## config.mk

```make
export PLATFORM = sky130hd
export DESIGN_NAME = uart_receiver
export DESIGN_NICKNAME = d
export VERILOG_FILES = /design/src/rtl/uart_receiver.sv
export SDC_FILE = /design/constraint.sdc
export NUM_CORES = 1
export LEC_CHECK = 0
export BUFFER_PORTS_ARGS = -buffer_cell sky130_fd_sc_hd__buf_2
export CAP_MARGIN = 20
export CORE_UTILIZATION = 50
export DETAILED_ROUTE_END_ITERATION = 10
export GPL_ROUTABILITY_DRIVEN = 0
export GPL_TIMING_DRIVEN = 0
export PLACE_DENSITY = 0.73
export SETUP_SLACK_MARGIN = 0.4
export SYNTH_ARGS = -nofsm -noshare
export SYNTH_HDL_FRONTEND = slang
export SYNTH_SLANG_ARGS = --single-unit
```

## constraint.sdc

```tcl
create_clock -name i_Clock -period 2.5 [get_ports i_Clock]
set_clock_uncertainty 0.05 [all_clocks]
set_input_delay 0.5 -clock i_Clock [delete_from_list [all_inputs] [get_ports i_Clock]]
set_output_delay 0.5 -clock i_Clock [all_outputs]
set_load 0.05 [all_outputs]
```

## src/rtl/uart_receiver.sv

```systemverilog
// 8N1 UART receiver: 2-flop synchroniser, mid-bit sampling, one-cycle byte strobe.
// Define UART_RX_FRAME_CHECK_EN to enable stop-bit checking and the o_Rx_Frame_Err port.
module uart_receiver #(
  parameter int unsigned CLKS_PER_BIT = 868
) (
  input  logic       i_Clock,
  input  logic       i_Reset,
  input  logic       i_Rx_Serial,
  output logic       o_Rx_DV,
  output logic [7:0] o_Rx_Byte,
  output logic       o_Rx_Busy
`ifdef UART_RX_FRAME_CHECK_EN
  ,
  output logic       o_Rx_Frame_Err
`endif
);

  localparam int unsigned CNT_W = 16;
  localparam int unsigned IDX_W = 3;
  localparam logic [CNT_W-1:0] HALF_CNT = CNT_W'((CLKS_PER_BIT - 1) / 2);
  localparam logic [CNT_W-1:0] LAST_CNT = CNT_W'(CLKS_PER_BIT - 1);

  localparam logic [2:0] IDLE    = 3'd0;
  localparam logic [2:0] START   = 3'd1;
  localparam logic [2:0] DATA    = 3'd2;
  localparam logic [2:0] STOP    = 3'd3;
  localparam logic [2:0] CLEANUP = 3'd4;

  logic             rx_meta;
  logic             rx_s;
  logic [2:0]       state,     state_nxt;
  logic [CNT_W-1:0] cnt,       cnt_nxt;
  logic [IDX_W-1:0] idx,       idx_nxt;
  logic [7:0]       shreg,     shreg_nxt;
  logic [7:0]       byte_nxt;
  logic             dv_nxt;
`ifdef UART_RX_FRAME_CHECK_EN
  logic             ferr_nxt;
`endif

  // Two-flop synchroniser on the asynchronous pin; idles high.
  always_ff @(posedge i_Clock) begin
    if (i_Reset) begin
      rx_meta <= 1'b1;
      rx_s    <= 1'b1;
    end else begin
      rx_meta <= i_Rx_Serial;
      rx_s    <= rx_meta;
    end
  end

  // State, datapath and registered outputs.
  always_ff @(posedge i_Clock) begin
    if (i_Reset) begin
      state          <= IDLE;
      cnt            <= '0;
      idx            <= '0;
      shreg          <= '0;
      o_Rx_Byte      <= 8'h00;
      o_Rx_DV        <= 1'b0;
      o_Rx_Busy      <= 1'b0;
`ifdef UART_RX_FRAME_CHECK_EN
      o_Rx_Frame_Err <= 1'b0;
`endif
    end else begin
      state          <= state_nxt;
      cnt            <= cnt_nxt;
      idx            <= idx_nxt;
      shreg          <= shreg_nxt;
      o_Rx_Byte      <= byte_nxt;
      o_Rx_DV        <= dv_nxt;
      o_Rx_Busy      <= (state_nxt != IDLE);
`ifdef UART_RX_FRAME_CHECK_EN
      o_Rx_Frame_Err <= ferr_nxt;
`endif
    end
  end

  // Next-state and next-output logic.
  always_comb begin
    state_nxt = state;
    cnt_nxt   = cnt;
    idx_nxt   = idx;
    shreg_nxt = shreg;
    byte_nxt  = o_Rx_Byte;
    dv_nxt    = 1'b0;
`ifdef UART_RX_FRAME_CHECK_EN
    ferr_nxt  = 1'b0;
`endif

    case (state)
      IDLE: begin
        cnt_nxt = '0;
        idx_nxt = '0;
        if (!rx_s) begin
          state_nxt = START;
        end
      end

      START: begin
        if (cnt == HALF_CNT) begin
          cnt_nxt = '0;
          // A line that is high again at mid start bit was only a glitch.
          state_nxt = rx_s ? IDLE : DATA;
        end else begin
          cnt_nxt = cnt + CNT_W'(1);
        end
      end

      DATA: begin
        if (cnt == LAST_CNT) begin
          cnt_nxt        = '0;
          shreg_nxt[idx] = rx_s;
          if (idx == IDX_W'(7)) begin
            idx_nxt   = '0;
            state_nxt = STOP;
          end else begin
            idx_nxt = idx + IDX_W'(1);
          end
        end else begin
          cnt_nxt = cnt + CNT_W'(1);
        end
      end

      STOP: begin
        if (cnt == LAST_CNT) begin
          cnt_nxt   = '0;
          state_nxt = CLEANUP;
`ifdef UART_RX_FRAME_CHECK_EN
          if (rx_s) begin
            byte_nxt = shreg;
            dv_nxt   = 1'b1;
          end else begin
            ferr_nxt = 1'b1;
          end
`else
          byte_nxt = shreg;
          dv_nxt   = 1'b1;
`endif
        end else begin
          cnt_nxt = cnt + CNT_W'(1);
        end
      end

      CLEANUP: begin
        // Wait for a high line so a held-low break cannot retrigger a start.
        cnt_nxt = '0;
        if (rx_s) begin
          state_nxt = IDLE;
        end
      end

      default: begin
        state_nxt = IDLE;
        cnt_nxt   = '0;
        idx_nxt   = '0;
      end
    endcase
  end

endmodule

```

# [Word-level counts from Yosys, hierarchy flattened]
# Index checks and enable logic that the tools add are counted.
# Widths: inputs -> output; s select.
[classes] muxes=18 order_cmp=2 eq_ne=8 add_sub_neg=2 n_bitwise=2 n_reduce_logical=9
[ops] operator="$mux 16" count=2
[ops] operator="$pmux 16 s2" count=1
[ops] operator="$mux 3" count=8
[ops] operator="$add 16x1->16 const B" count=1
[ops] operator="$eq 16x10->1 const B" count=1
[ops] operator="$eq 16x9->1 const B" count=1
[ops] operator="$pmux 3 s5" count=1
[ops] operator="$bwmux 8" count=1
[ops] operator="$eq 3x2->1 const B" count=2
[ops] operator="$eq 3x3->1 const B" count=2
[ops] operator="$pmux 3 s2" count=1
[ops] operator="$reduce_and 2->1" count=3
[ops] operator="$lt 3x4->1 const B" count=1
[ops] operator="$reduce_or 2->1" count=2
[ops] operator="$add 3x1->3 const B" count=1
[ops] operator="$demux 1 s3" count=1
[ops] operator="$eq 3x1->1 const B" count=1
[ops] operator="$ge 3x1->1 const B" count=1
[ops] operator="$logic_not 3->1" count=1
[ops] operator="$reduce_bool 3->1" count=1
[ops] operator="$reduce_or 3->1" count=1
[ops] operator="$mux 1" count=2
[ops] operator="$mux 2" count=1
[ops] operator="$ne 2x2->1 const B" count=1
[ops] operator="2 further kinds" count=3
[totals] wordCells=50 inputBits=3 out_inout_bits=10 reg_bits=42

# [Longest topological paths before layout]
[depth] ltp_word=5 ltp_mapped=8

# [Least setup slack after synthesis]
# Ideal clock, no wire load.
[synth_timing] kind="register to register" start="register cnt[0]" end="register o_Rx_Busy" setup_slack_ps=704 path_buffers=1 period_less_slack_ps=1796 setup_time_ps=127 arrival_ps=1619 path_stages_with_launch=8 path_cell_list="dfxtp_1 -> ha_1 -> and4bb_2 -> and4b_1 -> buf_2 -> nand4_1 -> o21ai_0 -> or3_1"
[synth_via] elab_chain_cells=4 elab_cells_between_ends=7 classes_between="2 x eq/ne; 4 x mux; 1 x reduce/logical"
[synth_rtl] item="from (decl)" line="32" source="logic [CNT_W-1:0] cnt, cnt_nxt;"
[synth_rtl] item="from (signal assigned)" line="67" source="cnt <= cnt_nxt;"
[synth_rtl] item="$eq 16x10->1 or $eq 16x9->1 (tied branches)" line="111, 126, 101"
[synth_rtl] item="$mux 3, on equally long branches" line="126, 101, 111"
[synth_rtl] item="$pmux 3 s5 (*)" line="91" source="case (state)"
[synth_rtl] item="$reduce_bool 3->1 (*)" line="72" source="o_Rx_Busy <= (state_nxt != IDLE);"
[synth_rtl] item="to (signal assigned)" line="72"
[synth_rtl] item="to (decl)" line="11" source="output logic o_Rx_Busy"
# Every way passes the cells marked *; elsewhere a longest branch is shown, timed or not.
# A chain may end at the register's enable or synchronous reset.

# [Final worst setup path]
[layout_timing] start="register cnt[1]" end="register cnt[14]"
[layout_via] elab_chain_cells=3 elab_cells_between_ends=6 classes_between="1 x add/sub; 2 x eq/ne; 3 x mux"
[layout_rtl] item="$add 16x1->16 (tied with other cells)" line="106, 121, 141"
[layout_rtl] item="$mux 16, on equally long branches" line="111, 126, 101"
[layout_rtl] item="$pmux 16 s2 (*)" line="91"
# Marks and branches as above.

==> impl_results.md <==
* Status: completed
* Vias in the first global route at 1,376
* Min Hold Slack at about 0.34 ns
* Final instance area at 2270 um^2
* PortBufs at 11
* Synth area leaders: dfxtp_1 42%, mux2i_1 8.1%, nor2_1 7.4%
* Clk pwr share at 45.1%
* Mapped Area at 1990 um^2
* Sequential cell fraction of total power at 48.9%
* Netlist cell types at 48
* Design Power at between 1 and 1.5 mW
* Total track usage at a little under a fifth
* CP delay by family, top: simple AND/OR/NAND/NOR gates
* Die area at approximately 4200 um^2
* Initial Utilization at between 50% and 60%
* Drt first pass iters at 4
* Antenna Nets Post-Route at 0
* Crit path launch type: register
* Clock Path Buffers at 2
* Data arrival, critical path at about 2.1 ns
* H-tree levels at 2
* Layout area overhead at 14.3%
* Setup-failing EPs final at 0
* Worst slew pin tran at around 0.4 ns
* Reg clk slew, reported paths at about 0.08 ns
* Ports at 13
* Crit path time final at a little under 2 ns
* Maxcap violations at 0
* Yosys warning count at 0
* Residual DRC count at 0
* Syn Inst Count at 214
* Fmax at 516 MHz
* Core area at approximately 3700 um^2
* Post-DP Area at around 2100 um^2
* Antenna diode count at 0
* Pin count of the biggest net entering global routing at 15
* Initial DRC count at 58
* Power per cell area at roughly 620 nW/um^2
* Fraction of layout cells with a size suffix above 1 at a little under a fifth
* Crit share post-route at 77.5%
* RSZ-0062 raised after global routing: false
* Crit-path cells: ha_2 -> and4bb_2 -> and4b_1 -> buf_2 -> nor2b_2 -> o21ai_4 -> buf_4 -> nor2_1
* Headroom to the max-slew limit at 72.9%
* Slowest CP cell: dfxtp_1
* GRT Residual Overflow at 0
* Fillers at 330
* CTS tree: yes
* Leak Pwr at 0.970 nW
* Top-area cell type share of the netlist area at a little over two fifths
* Die Width at 65.1 um
* Class of the worst hold path: in -> reg
* Crit-path max cell delay at approximately 0.4 ns
* Post-synth ARST share at 0%
* Most common cell in the netlist: dfxtp_1
* DPL Wire Length at 2.47 mm
* Setup TNS at 0 ns
* Most common library cells after synthesis: 42 x dfxtp_1, 39 x nor2_1, 16 x mux2i_1
* Count of final max-slew check failures at 0
* Core Util, Final at 60.8%
* Die H at roughly 65 um
* Register area share after synthesis at roughly 42%
* First-pass GRT wire length at about 6.1 mm
* Req. time, crit path at 2.64 ns
* Post-synth EDFFs at 0
* Max IR drop VDD at around 0.38 mV
* Post-Route WL at roughly 3.5 mm
* Switch Pwr at roughly 300 uW
* Vias at 1,507
* Final hold violation count at 0
* Cts bufs inserted at 5
* Worst-Skew Late Latency at approximately 0.3 ns
* P_int at 1.11 mW
* Cell accounting for the most synthesized area: dfxtp_1
* Buf/Inv on CP at 2
* Post-layout net count at around 240
* Num rows at 22
* Sw Share at about a fifth
* Max FO, Critical Path at 10
* Antenna violations before repair at 0
* Clock Tree Root: clkbuf_8
* Number of register bits inferred by synthesis at 42
* Vias per cell at 5.31
* Syn avg cell area at roughly 9.3 um^2
* CP Class: reg -> reg
* Syn Nets at approximately 220
* CP endpoint kind: register
* Hold bufs inserted after CTS at 0
* Wirelength per Cell at 12.2 um
* Comb power frac at ~6.1%
* Clock Sinks at 42
* Synth Flop Type: dfxtp_1
## cells by family after synthesis
family / Yosys count / synth area share, %
flip-flops: 42 / 42.3
buffers and inverters: 17 / 4.59
adder cells (fa/ha/maj): 4 / 2.52
AND/OR/NAND/NOR: 105 / 31.1
AO/OA/AOI/OAI: 16 / 5.35
multiplexers: 16 / 8.05
XOR/XNOR: 14 / 6.16
## area by class of cell
type	count	area, um^2	area share (%)
inverters	7	26.3	1.16
plain buffers	10	65.1	2.86
clock buffers	5	68.8	3.03
flip-flops and latches	42	842	37.0
repair buffers	14	77.6	3.41
well taps	48	60.1	2.64
multi-input cells	155	1070	46.9
clock inverters	3	68.8	3.03
## metal layers
metal	wire, um	vias to the layer above	GRT usage [%]
met1	1780	702	24.7
met3	87	6	4.75
met2	1530	15	29.0
met4	65	0	8.42
li1	-	784	-
met5	0	-	0
## power groups by stage
stage | clock network [mW] | logic [mW] | registers [mW]
floorplan | 0 | 0.0545 | 0.709
global placement | 0 | 0.0761 | 0.704
detailed placement | 0 | 0.0766 | 0.704
CTS | 0.651 | 0.0779 | 0.688
global route | 0.674 | 0.0943 | 0.691
finish | 0.636 | 0.0855 | 0.689
## layout by cell type (no fill, tap or decap), types with 2 or more instances in the layout
cell type,count
dfxtp_1,41
nor2_1,39
mux2i_1,16
nand2_1,13
buf_2,12
nand4_1,9
xor2_1,9
inv_1,7
buf_4,6
a21oi_1,5
nand3_1,5
nor3_1,5
xnor2_1,5
clkbuf_8,5
clkbuf_1,4
o21ai_0,4
nor3b_1,3
nor2b_1,3
or2_2,3
nand4b_1,3
ha_1,3
buf_6,2
nor4_2,2
and3_1,2
bufinv_16,2
## flip-flops by register name, summed over array words and instances, names as in the netlist
| signal | flops |
|---|---|
| o_Rx_Busy | 1 |
| rx_meta | 1 |
| idx | 3 |
| shreg | 8 |
| rx_s | 1 |
| cnt | 16 |
| o_Rx_Byte | 8 |
| state | 3 |
| o_Rx_DV | 1 |
## worst register-to-register path: stages (launching register included)
cell,delay (ns)
dfxtp_1,0.39
ha_2,0.26
and4bb_2,0.22
and4b_1,0.18
buf_2,0.16
nor2b_2,0.07
o21ai_4,0.23
buf_4,0.21
nor2_1,0.06
## final timing paths
path	startpoint	end	slack, ns	cells after the start
max	cnt[1]	cnt[14]	0.56	8
min	i_Rx_Serial	rx_meta	0.34	2
max reg2reg	cnt[1]	cnt[14]	0.56	8
min reg2reg	rx_meta	rx_s	0.36	1
## what timing repair did
action                     in CTS  in global routing
gates resized for setup         0                  3
setup endpoints to repair       0                 20
hold endpoints to repair        0                  0
setup buffers                   0                  3
## stage by stage
step,cells,worst slack (ns)
finish,284,0.562
global route,284,0.404
CTS,281,0.403
detailed placement,273,0.435
global placement,273,0.452
floorplan,214,0.704
Note: power is estimated with default switching activity, not from simulation.
